[config.mk]
export PLATFORM = sky130hd
export DESIGN_NAME = instr_fetch_unit_flat
export DESIGN_NICKNAME = d
export VERILOG_FILES = /design/src/rtl/fetch_pkg.sv /design/src/rtl/instr_fetch_unit_if.sv /design/src/rtl/fetch_queue.sv /design/src/rtl/instr_fetch_unit.sv /design/src/flat_wrapper.sv
export SDC_FILE = /design/constraint.sdc
export NUM_CORES = 1
export LEC_CHECK = 0
export ABC_AREA = 1
export CAP_MARGIN = 30
export CORE_AREA = 10 10 141 207
export DETAILED_ROUTE_END_ITERATION = 8
export DIE_AREA = 0 0 151 217
export PLACE_DENSITY = 0.69
export SLEW_MARGIN = 20
export SYNTH_ARGS = -nofsm -noshare
export SYNTH_HDL_FRONTEND = slang
export SYNTH_SLANG_ARGS = --single-unit
[constraint.sdc]
create_clock -name clk -period 4.8 [get_ports clk]
set_clock_uncertainty 0.05 [all_clocks]
set_input_delay 0.72 -clock clk [delete_from_list [all_inputs] [get_ports clk]]
set_output_delay 0.72 -clock clk [all_outputs]
set_load 0.02 [all_outputs]
[src/rtl/fetch_pkg.sv]
// Shared types and constants for the RV32 instruction fetch front end.
// Imported by the fetch interface, the fetch queue and the fetch unit top.
package fetch_pkg;

    localparam int ILEN = 32;
    localparam int XLEN = 32;

    localparam logic [XLEN-1:0] PC_STEP   = 32'd4;
    localparam logic [ILEN-1:0] NOP_INSTR = 32'h0000_0013;

    typedef enum logic [1:0] {
        REQ  = 2'd0,
        WAIT = 2'd1,
        DROP = 2'd2
    } fetch_state_e;

    typedef struct packed {
        logic [ILEN-1:0] instr;
        logic [XLEN-1:0] pc;
    } fetch_entry_t;

    function automatic logic [XLEN-1:0] align_pc(input logic [XLEN-1:0] pc);
        return {pc[XLEN-1:2], 2'b00};
    endfunction

    // Saturating 32-bit accumulate used by the optional performance counters.
    function automatic logic [31:0] sat_add(input logic [31:0] a, input logic [31:0] b);
        logic [32:0] sum;
        sum = {1'b0, a} + {1'b0, b};
        return sum[32] ? 32'hFFFF_FFFF : sum[31:0];
    endfunction

endpackage

[src/rtl/instr_fetch_unit_if.sv]
// Instruction-memory request/grant/response bus between the fetch unit and imem.
// The fetch unit is the master; the memory (or a bench model) is the slave.
interface instr_fetch_unit_if;
    import fetch_pkg::*;

    logic            req;
    logic [XLEN-1:0] addr;
    logic            gnt;
    logic            rvalid;
    logic [ILEN-1:0] rdata;

    modport master (
        output req,
        output addr,
        input  gnt,
        input  rvalid,
        input  rdata
    );

    modport slave (
        input  req,
        input  addr,
        output gnt,
        output rvalid,
        output rdata
    );

endinterface

[src/rtl/fetch_queue.sv]
// FIFO of fetched {instr, pc} entries with a registered head, flush, and
// push/pop in the same cycle (also when full).
module fetch_queue
    import fetch_pkg::*;
#(
    parameter  int DEPTH = 2,
    localparam int CNT_W = $clog2(DEPTH + 1)
) (
    input  logic             clk,
    input  logic             rst_n,
    input  logic             push,
    input  fetch_entry_t     push_data,
    input  logic             pop,
    input  logic             flush,
    output logic [CNT_W-1:0] count,
    output logic             head_valid,
    output fetch_entry_t     head
);

    localparam int               PTR_W   = $clog2(DEPTH);
    localparam logic [CNT_W-1:0] DEPTH_C = CNT_W'(DEPTH);
    localparam logic [PTR_W-1:0] LAST_P  = PTR_W'(DEPTH - 1);

    fetch_entry_t     mem [DEPTH];
    logic [PTR_W-1:0] rd_ptr, rd_ptr_n;
    logic [PTR_W-1:0] wr_ptr, wr_ptr_n;
    logic [CNT_W-1:0] count_n;
    logic [CNT_W-1:0] remaining;
    logic             do_push, do_pop;
    fetch_entry_t     head_n;

    function automatic logic [PTR_W-1:0] ptr_inc(input logic [PTR_W-1:0] p);
        return (p == LAST_P) ? '0 : p + 1'b1;
    endfunction

    // NOTE: every signal gets a default at the top of always_comb so no path
    // leaves it unassigned, which would otherwise infer a latch.
    always_comb begin
        do_pop    = pop && (count != '0);
        do_push   = push && ((count != DEPTH_C) || do_pop);
        rd_ptr_n  = do_pop  ? ptr_inc(rd_ptr) : rd_ptr;
        wr_ptr_n  = do_push ? ptr_inc(wr_ptr) : wr_ptr;
        remaining = count - CNT_W'(do_pop);
        count_n   = remaining + CNT_W'(do_push);
        head_n    = head;

        // The next head is an older stored entry if one survives the pop,
        // otherwise the word being pushed lands straight in the head register.
        if (remaining != '0) begin
            head_n = mem[rd_ptr_n];
        end else if (do_push) begin
            head_n = push_data;
        end

        if (flush) begin
            rd_ptr_n = '0;
            wr_ptr_n = '0;
            count_n  = '0;
        end
    end

    // NOTE: sequential state uses non-blocking assignments so every flop
    // samples the pre-edge values regardless of statement order.
    always_ff @(posedge clk) begin
        if (!rst_n) begin
            rd_ptr     <= '0;
            wr_ptr     <= '0;
            count      <= '0;
            head_valid <= 1'b0;
            head       <= '0;
        end else begin
            rd_ptr     <= rd_ptr_n;
            wr_ptr     <= wr_ptr_n;
            count      <= count_n;
            head_valid <= (count_n != '0);
            head       <= head_n;
        end
    end

    // NOTE: the storage array has no reset; count and head_valid gate every
    // read, so its contents never matter until written.
    always_ff @(posedge clk) begin
        if (do_push && !flush) begin
            mem[wr_ptr] <= push_data;
        end
    end

endmodule

[src/rtl/instr_fetch_unit.sv]
// RV32 fetch stage: PC, single-outstanding imem requests, queue to decode.
// Optional build macro FETCH_PERF_EN adds perf_fetched / perf_flushed counters.
module instr_fetch_unit
    import fetch_pkg::*;
#(
    parameter logic [XLEN-1:0] RESET_PC = 32'h0000_0000,
    parameter int              DEPTH    = 2
) (
    input  logic                      clk,
    input  logic                      rst_n,
    instr_fetch_unit_if.master        imem,
    output logic                      instr_valid,
    output logic [ILEN-1:0]           instr,
    output logic [XLEN-1:0]           instr_pc,
    input  logic                      dec_ready,
    input  logic                      redirect,
    input  logic [XLEN-1:0]           redirect_pc
`ifdef FETCH_PERF_EN
    ,
    output logic [31:0]               perf_fetched,
    output logic [31:0]               perf_flushed
`endif
);

    localparam int               CNT_W   = $clog2(DEPTH + 1);
    localparam logic [CNT_W-1:0] DEPTH_C = CNT_W'(DEPTH);

    fetch_state_e     state_q, state_n;
    logic [XLEN-1:0]  pc_q, pc_n;
    logic [XLEN-1:0]  cap_pc_q, cap_pc_n;

    logic             outstanding;
    logic             has_slot;
    logic             req;
    logic             grant;
    logic             resp;
    logic             push;
    logic             pop;
    logic             dropped;
    logic [CNT_W-1:0] count;
    fetch_entry_t     push_data;
    fetch_entry_t     head;
    logic             head_valid;

    always_comb begin
        outstanding = (state_q != REQ);
        // Reserving a slot for the in-flight word means a response always fits.
        has_slot    = (count + CNT_W'(outstanding)) < DEPTH_C;
        req         = rst_n && (state_q == REQ) && !redirect && has_slot;
        grant       = req && imem.gnt;
        resp        = imem.rvalid && outstanding;
        push        = resp && (state_q == WAIT) && !redirect;
        dropped     = resp && ((state_q == DROP) || redirect);
        pop         = head_valid && dec_ready && !redirect;
        push_data   = '{instr: imem.rdata, pc: cap_pc_q};
    end

    always_comb begin
        state_n  = state_q;
        pc_n     = pc_q;
        cap_pc_n = cap_pc_q;

        unique case (state_q)
            REQ: begin
                if (grant) begin
                    state_n  = WAIT;
                    pc_n     = pc_q + PC_STEP;
                    cap_pc_n = pc_q;
                end
            end
            WAIT: begin
                if (imem.rvalid) begin
                    state_n = REQ;
                end else if (redirect) begin
                    state_n = DROP;
                end
            end
            DROP: begin
                if (imem.rvalid) begin
                    state_n = REQ;
                end
            end
            default: state_n = REQ;
        endcase

        if (redirect) begin
            pc_n = align_pc(redirect_pc);
        end
    end

    always_ff @(posedge clk) begin
        if (!rst_n) begin
            state_q  <= REQ;
            pc_q     <= RESET_PC;
            cap_pc_q <= RESET_PC;
        end else begin
            state_q  <= state_n;
            pc_q     <= pc_n;
            cap_pc_q <= cap_pc_n;
        end
    end

    fetch_queue #(
        .DEPTH (DEPTH)
    ) u_queue (
        .clk        (clk),
        .rst_n      (rst_n),
        .push       (push),
        .push_data  (push_data),
        .pop        (pop),
        .flush      (redirect),
        .count      (count),
        .head_valid (head_valid),
        .head       (head)
    );

    assign imem.req    = req;
    assign imem.addr   = pc_q;
    assign instr_valid = head_valid;
    assign instr       = head.instr;
    assign instr_pc    = head.pc;

    // Redirect targets are forced word aligned, so the low bits are ignored.
    logic unused_redirect_lsb;
    assign unused_redirect_lsb = ^redirect_pc[1:0];

`ifdef FETCH_PERF_EN
    logic [31:0] flush_amount;

    always_comb begin
        flush_amount = (redirect ? 32'(count) : 32'd0) + 32'(dropped);
    end

    always_ff @(posedge clk) begin
        if (!rst_n) begin
            perf_fetched <= '0;
            perf_flushed <= '0;
        end else begin
            if (push) begin
                perf_fetched <= sat_add(perf_fetched, 32'd1);
            end
            perf_flushed <= sat_add(perf_flushed, flush_amount);
        end
    end
`else
    logic unused_dropped;
    assign unused_dropped = dropped;
`endif

endmodule

[src/flat_wrapper.sv]
// flat-port wrapper written by rule: the top's interface ports become plain ports
module instr_fetch_unit_flat import fetch_pkg::*;
#(
    parameter logic [XLEN-1:0] RESET_PC = 32'h0000_0000,
    parameter int              DEPTH    = 2
)
  (clk, rst_n, instr_valid, instr, instr_pc, dec_ready, redirect, redirect_pc, imem_req, imem_addr, imem_gnt, imem_rvalid, imem_rdata);
  instr_fetch_unit_if imem_i ();
  input  logic clk;
  input  logic rst_n;
  output logic instr_valid;
  output logic [ILEN-1:0] instr;
  output logic [XLEN-1:0] instr_pc;
  input  logic dec_ready;
  input  logic redirect;
  input  logic [XLEN-1:0] redirect_pc;
  output wire logic [$bits(imem_i.req)-1:0] imem_req;
  output wire logic [$bits(imem_i.addr)-1:0] imem_addr;
  input wire logic [$bits(imem_i.gnt)-1:0] imem_gnt;
  input wire logic [$bits(imem_i.rvalid)-1:0] imem_rvalid;
  input wire logic [$bits(imem_i.rdata)-1:0] imem_rdata;
  assign imem_req = imem_i.req;
  assign imem_addr = imem_i.addr;
  assign imem_i.gnt = imem_gnt;
  assign imem_i.rvalid = imem_rvalid;
  assign imem_i.rdata = imem_rdata;
  instr_fetch_unit #(.RESET_PC(RESET_PC), .DEPTH(DEPTH)) u_core (.clk(clk), .rst_n(rst_n), .imem(imem_i), .instr_valid(instr_valid), .instr(instr), .instr_pc(instr_pc), .dec_ready(dec_ready), .redirect(redirect), .redirect_pc(redirect_pc));
endmodule
==> results.sh <==
export IMPL_final_nets=1546
export IMPL_switchingPower_mw=1.00
export IMPL_clock_latency_ns=0.52
export IMPL_area_growth_pct=23.4
export IMPL_final_cell_area_um2=13900
export IMPL_holdWs_ns=0.433
export IMPL_worstPathRequired_ns=4.03
export IMPL_r2r_slack_ns=2.21
export IMPL_clk_pin_slew_worst_paths_ns=0.06
export IMPL_globalRoute_totalOverflow=0
export IMPL_slew_viol_final=0
export IMPL_ir_drop_mv=0.251
export IMPL_wirelength_um=29800
export IMPL_synthesis_area_um2=11300
export IMPL_synth_largest_area_cell="edfxtp_1"
export IMPL_p_int_mw=3.48
export IMPL_via_count=9191
export IMPL_cp_endpoint="imem_req"
export IMPL_worstRegToRegCells=12
export IMPL_dp_slack_ns=1.16
export IMPL_avgRoutedWirePerCell_um=16.3
export IMPL_antenna_left=0
export IMPL_crit_path_start_kind="input port"
export IMPL_critPathMaxFanout=6
export IMPL_tightest_slew_ns=0.901
export IMPL_postCtsSetupRepairBufs=0
export IMPL_dieArea_um2=32800
export IMPL_dr_first_iter_drc_count=459
export IMPL_grt_max_degree=93
export IMPL_h_tree_depth=1
export IMPL_p_sw_share_pct=22.3
export IMPL_post_dp_cell_area_um2=13100
export IMPL_tns_ns=0
export IMPL_drc=0
export IMPL_yosys_top_cells_area="edfxtp_1 (33%), dfxtp_1 (23%), nand2_1 (9.7%)"
export IMPL_r2r_end="u_core.u_queue.head[9]"
export IMPL_crit_type="in -> out"
export IMPL_hold_viol=0
export IMPL_cts_num_sinks=253
export IMPL_powerDensity_nw_per_um2=323
export IMPL_crit_start="redirect"
export IMPL_yosysWarningCount=0
export IMPL_grt_antenna_before_repair=0
export IMPL_std_cell_rows=72
export IMPL_yosysMostFrequentCell="nand2_1"
export IMPL_cts_tree="yes"
export IMPL_numCtsBuffers=24
export IMPL_first_global_vias=8768
export IMPL_fin_ws_ns=1.61
export IMPL_die_h_um=217
export IMPL_hp_class="reg -> reg"
export IMPL_setup_violations=0
export IMPL_p_seq_share_pct=52.2
export IMPL_synth_top_cell_area_share_pct=33.1
export IMPL_slew_headroom_pct=39.9
export IMPL_cp_arrival_ns=2.42
export IMPL_vias_per_cell=5.04
export IMPL_grt_usage_pct=17.5
export IMPL_fmaxAchievable_ghz=0.314
export IMPL_cts_resized=0
export IMPL_core_um2=25600
export IMPL_clockBufferDepth=3
export IMPL_gp_congestion=0.939
export IMPL_port_buffers=161
export IMPL_cts_root_buf="clkbuf_16"
export IMPL_power_share_clock_pct=41.5
export IMPL_drt_first_pass_iters=5
export IMPL_avgSynthCellArea_um2=8.39
export IMPL_grt_pass1_wl_um=46500
export IMPL_drv_cap=0
export IMPL_antennaDiodeCount=0
export IMPL_rsz0062_at_grt="no"
export IMPL_worstSetupEndpointType="output pin"
export IMPL_ys_flop_type="dfxtp_1"
export IMPL_async_reset_ff_share_pct=0
export IMPL_reg2reg_from="u_core.u_queue.head_valid"
export IMPL_period_minus_slack_ns=3.19
export IMPL_layout_drive_gt1_share_pct=4.90
export IMPL_io_pins=168
export IMPL_die_x_um=151
export IMPL_synth_edf_count=124
export IMPL_p_comb_share_pct=6.3
export IMPL_synth_cells=1341
export IMPL_cts_hold_buf=0
export IMPL_p_leak_nw=5.41
export IMPL_ys_ff_latch=253
export IMPL_synthDistinctLibCells=34
export IMPL_dpl_hpwl_um=19500
export IMPL_netlist_top_cells_count="nand2_1 (291), inv_1 (196), nand3_1 (182)"
export IMPL_yosysSeqAreaShare_pct=56.0
export IMPL_finalCritPeriodShare_pct=66.4
export IMPL_start_util_pct=44.0
export IMPL_p_total_mw=4.48
export IMPL_status="complete, no violations"
export IMPL_holdPathStages=0
[power by group through the flow]
stage	combinational, mW	clock, mW	sequential [mW]
after CTS	0.283	1.89	2.34
after global placement	0.276	0	2.39
final	0.281	1.86	2.34
after global routing	0.307	1.97	2.34
after floorplan	0.115	0	2.40
after detailed placement	0.282	0	2.39
[worst max-delay path: stages]
cell             delay [ns]
clkdlybuf4s50_1        0.56
nor2_4                 0.23
nand3_1                0.20
inv_1                  0.10
clkdlybuf4s50_1        0.61
[sequential cells by signal, indices dropped and copies added (netlist names)]
register and flops:
u_core.u_queue.head 62, u_core.imem.addr 30, u_core.state_q 2, u_core.u_queue.wr_ptr 1, u_core.u_queue.head_valid 1, u_core.u_queue.count 2
u_core.u_queue.mem 124, u_core.cap_pc_q 30, u_core.u_queue.rd_ptr 1
[worst min path at each step]
stage / from / end
finish: u_core.cap_pc_q[28] / u_core.u_queue.mem[1][28]
global route: u_core.cap_pc_q[22] / u_core.u_queue.mem[0][22]
CTS: u_core.cap_pc_q[22] / u_core.u_queue.mem[0][22]
detailed placement: u_core.cap_pc_q[25] / u_core.u_queue.mem[0][25]
global placement: u_core.cap_pc_q[8] / u_core.u_queue.mem[0][8]
floorplan: u_core.cap_pc_q[10] / u_core.u_queue.mem[0][10]
[cell families after synthesis]
logic type | synth area share [%]
AOI/OAI and AO/OA | 9.23
DFF | 56.0
xor gates and xnor gates | 0.534
other | 0.0333
buffers and inverters | 10.2
and+or+nand+nor | 23.6
adders and majority gates | 0.334
[cells in the final DEF, fill, tap and decap left out, types with 2 or more instances in the layout]
master             n
clkbuf_1           7
clkinvlp_4         2
nand2_2            2
edfxtp_1         124
nor2_4             5
ha_1               3
buf_12             5
a21oi_1           95
conb_1             4
nor2_1            79
clkbuf_16         27
nand2_1          290
clkbuf_8           2
dfxtp_1          129
nand3b_1           2
nand4_1            6
and2_1            31
o21a_1            10
inv_2              3
a22oi_1            2
o21ai_0           84
xor2_1             4
inv_1            196
clkdlybuf4s50_1  160
nand3_1          182
nor2_2             5
buf_4              9
clkinv_2           5
a31oi_1            6
[metal layers]
metal | track usage (%) | vias up | routed length (µm) | share of wire (%)
met2 | 30.8 | 282 | 15000 | 50
met5 | 0 | - | 0 | 0
met1 | 20.8 | 4269 | 12000 | 40
li1 | - | 4600 | - | -
met4 | 6.21 | 0 | 795 | 2.7
met3 | 3.07 | 40 | 1940 | 6.5
[area by class of cell]
| type | instances | area, µm² |
|---|---|---|
| Clock buffer | 36 | 729 |
| Clock inverter | 8 | 50.0 |
| Fill cell | 2382 | 11700 |
| Inverter | 200 | 752 |
| Multi-Input combinational cell | 818 | 3840 |
| Sequential cell | 253 | 6310 |
| Tap cell | 333 | 417 |
| Timing Repair Buffer | 176 | 1800 |
[metrics by stage]
stage | instances | utilization (%)
final | 1824 | 54.3
after global routing | 1824 | 54.3
after CTS | 1823 | 54.2
after detailed placement | 1779 | 51.2
after global placement | 1776 | 50.9
after floorplan | 1344 | -
No activity file was read; power rests on OpenSTA's default activity.
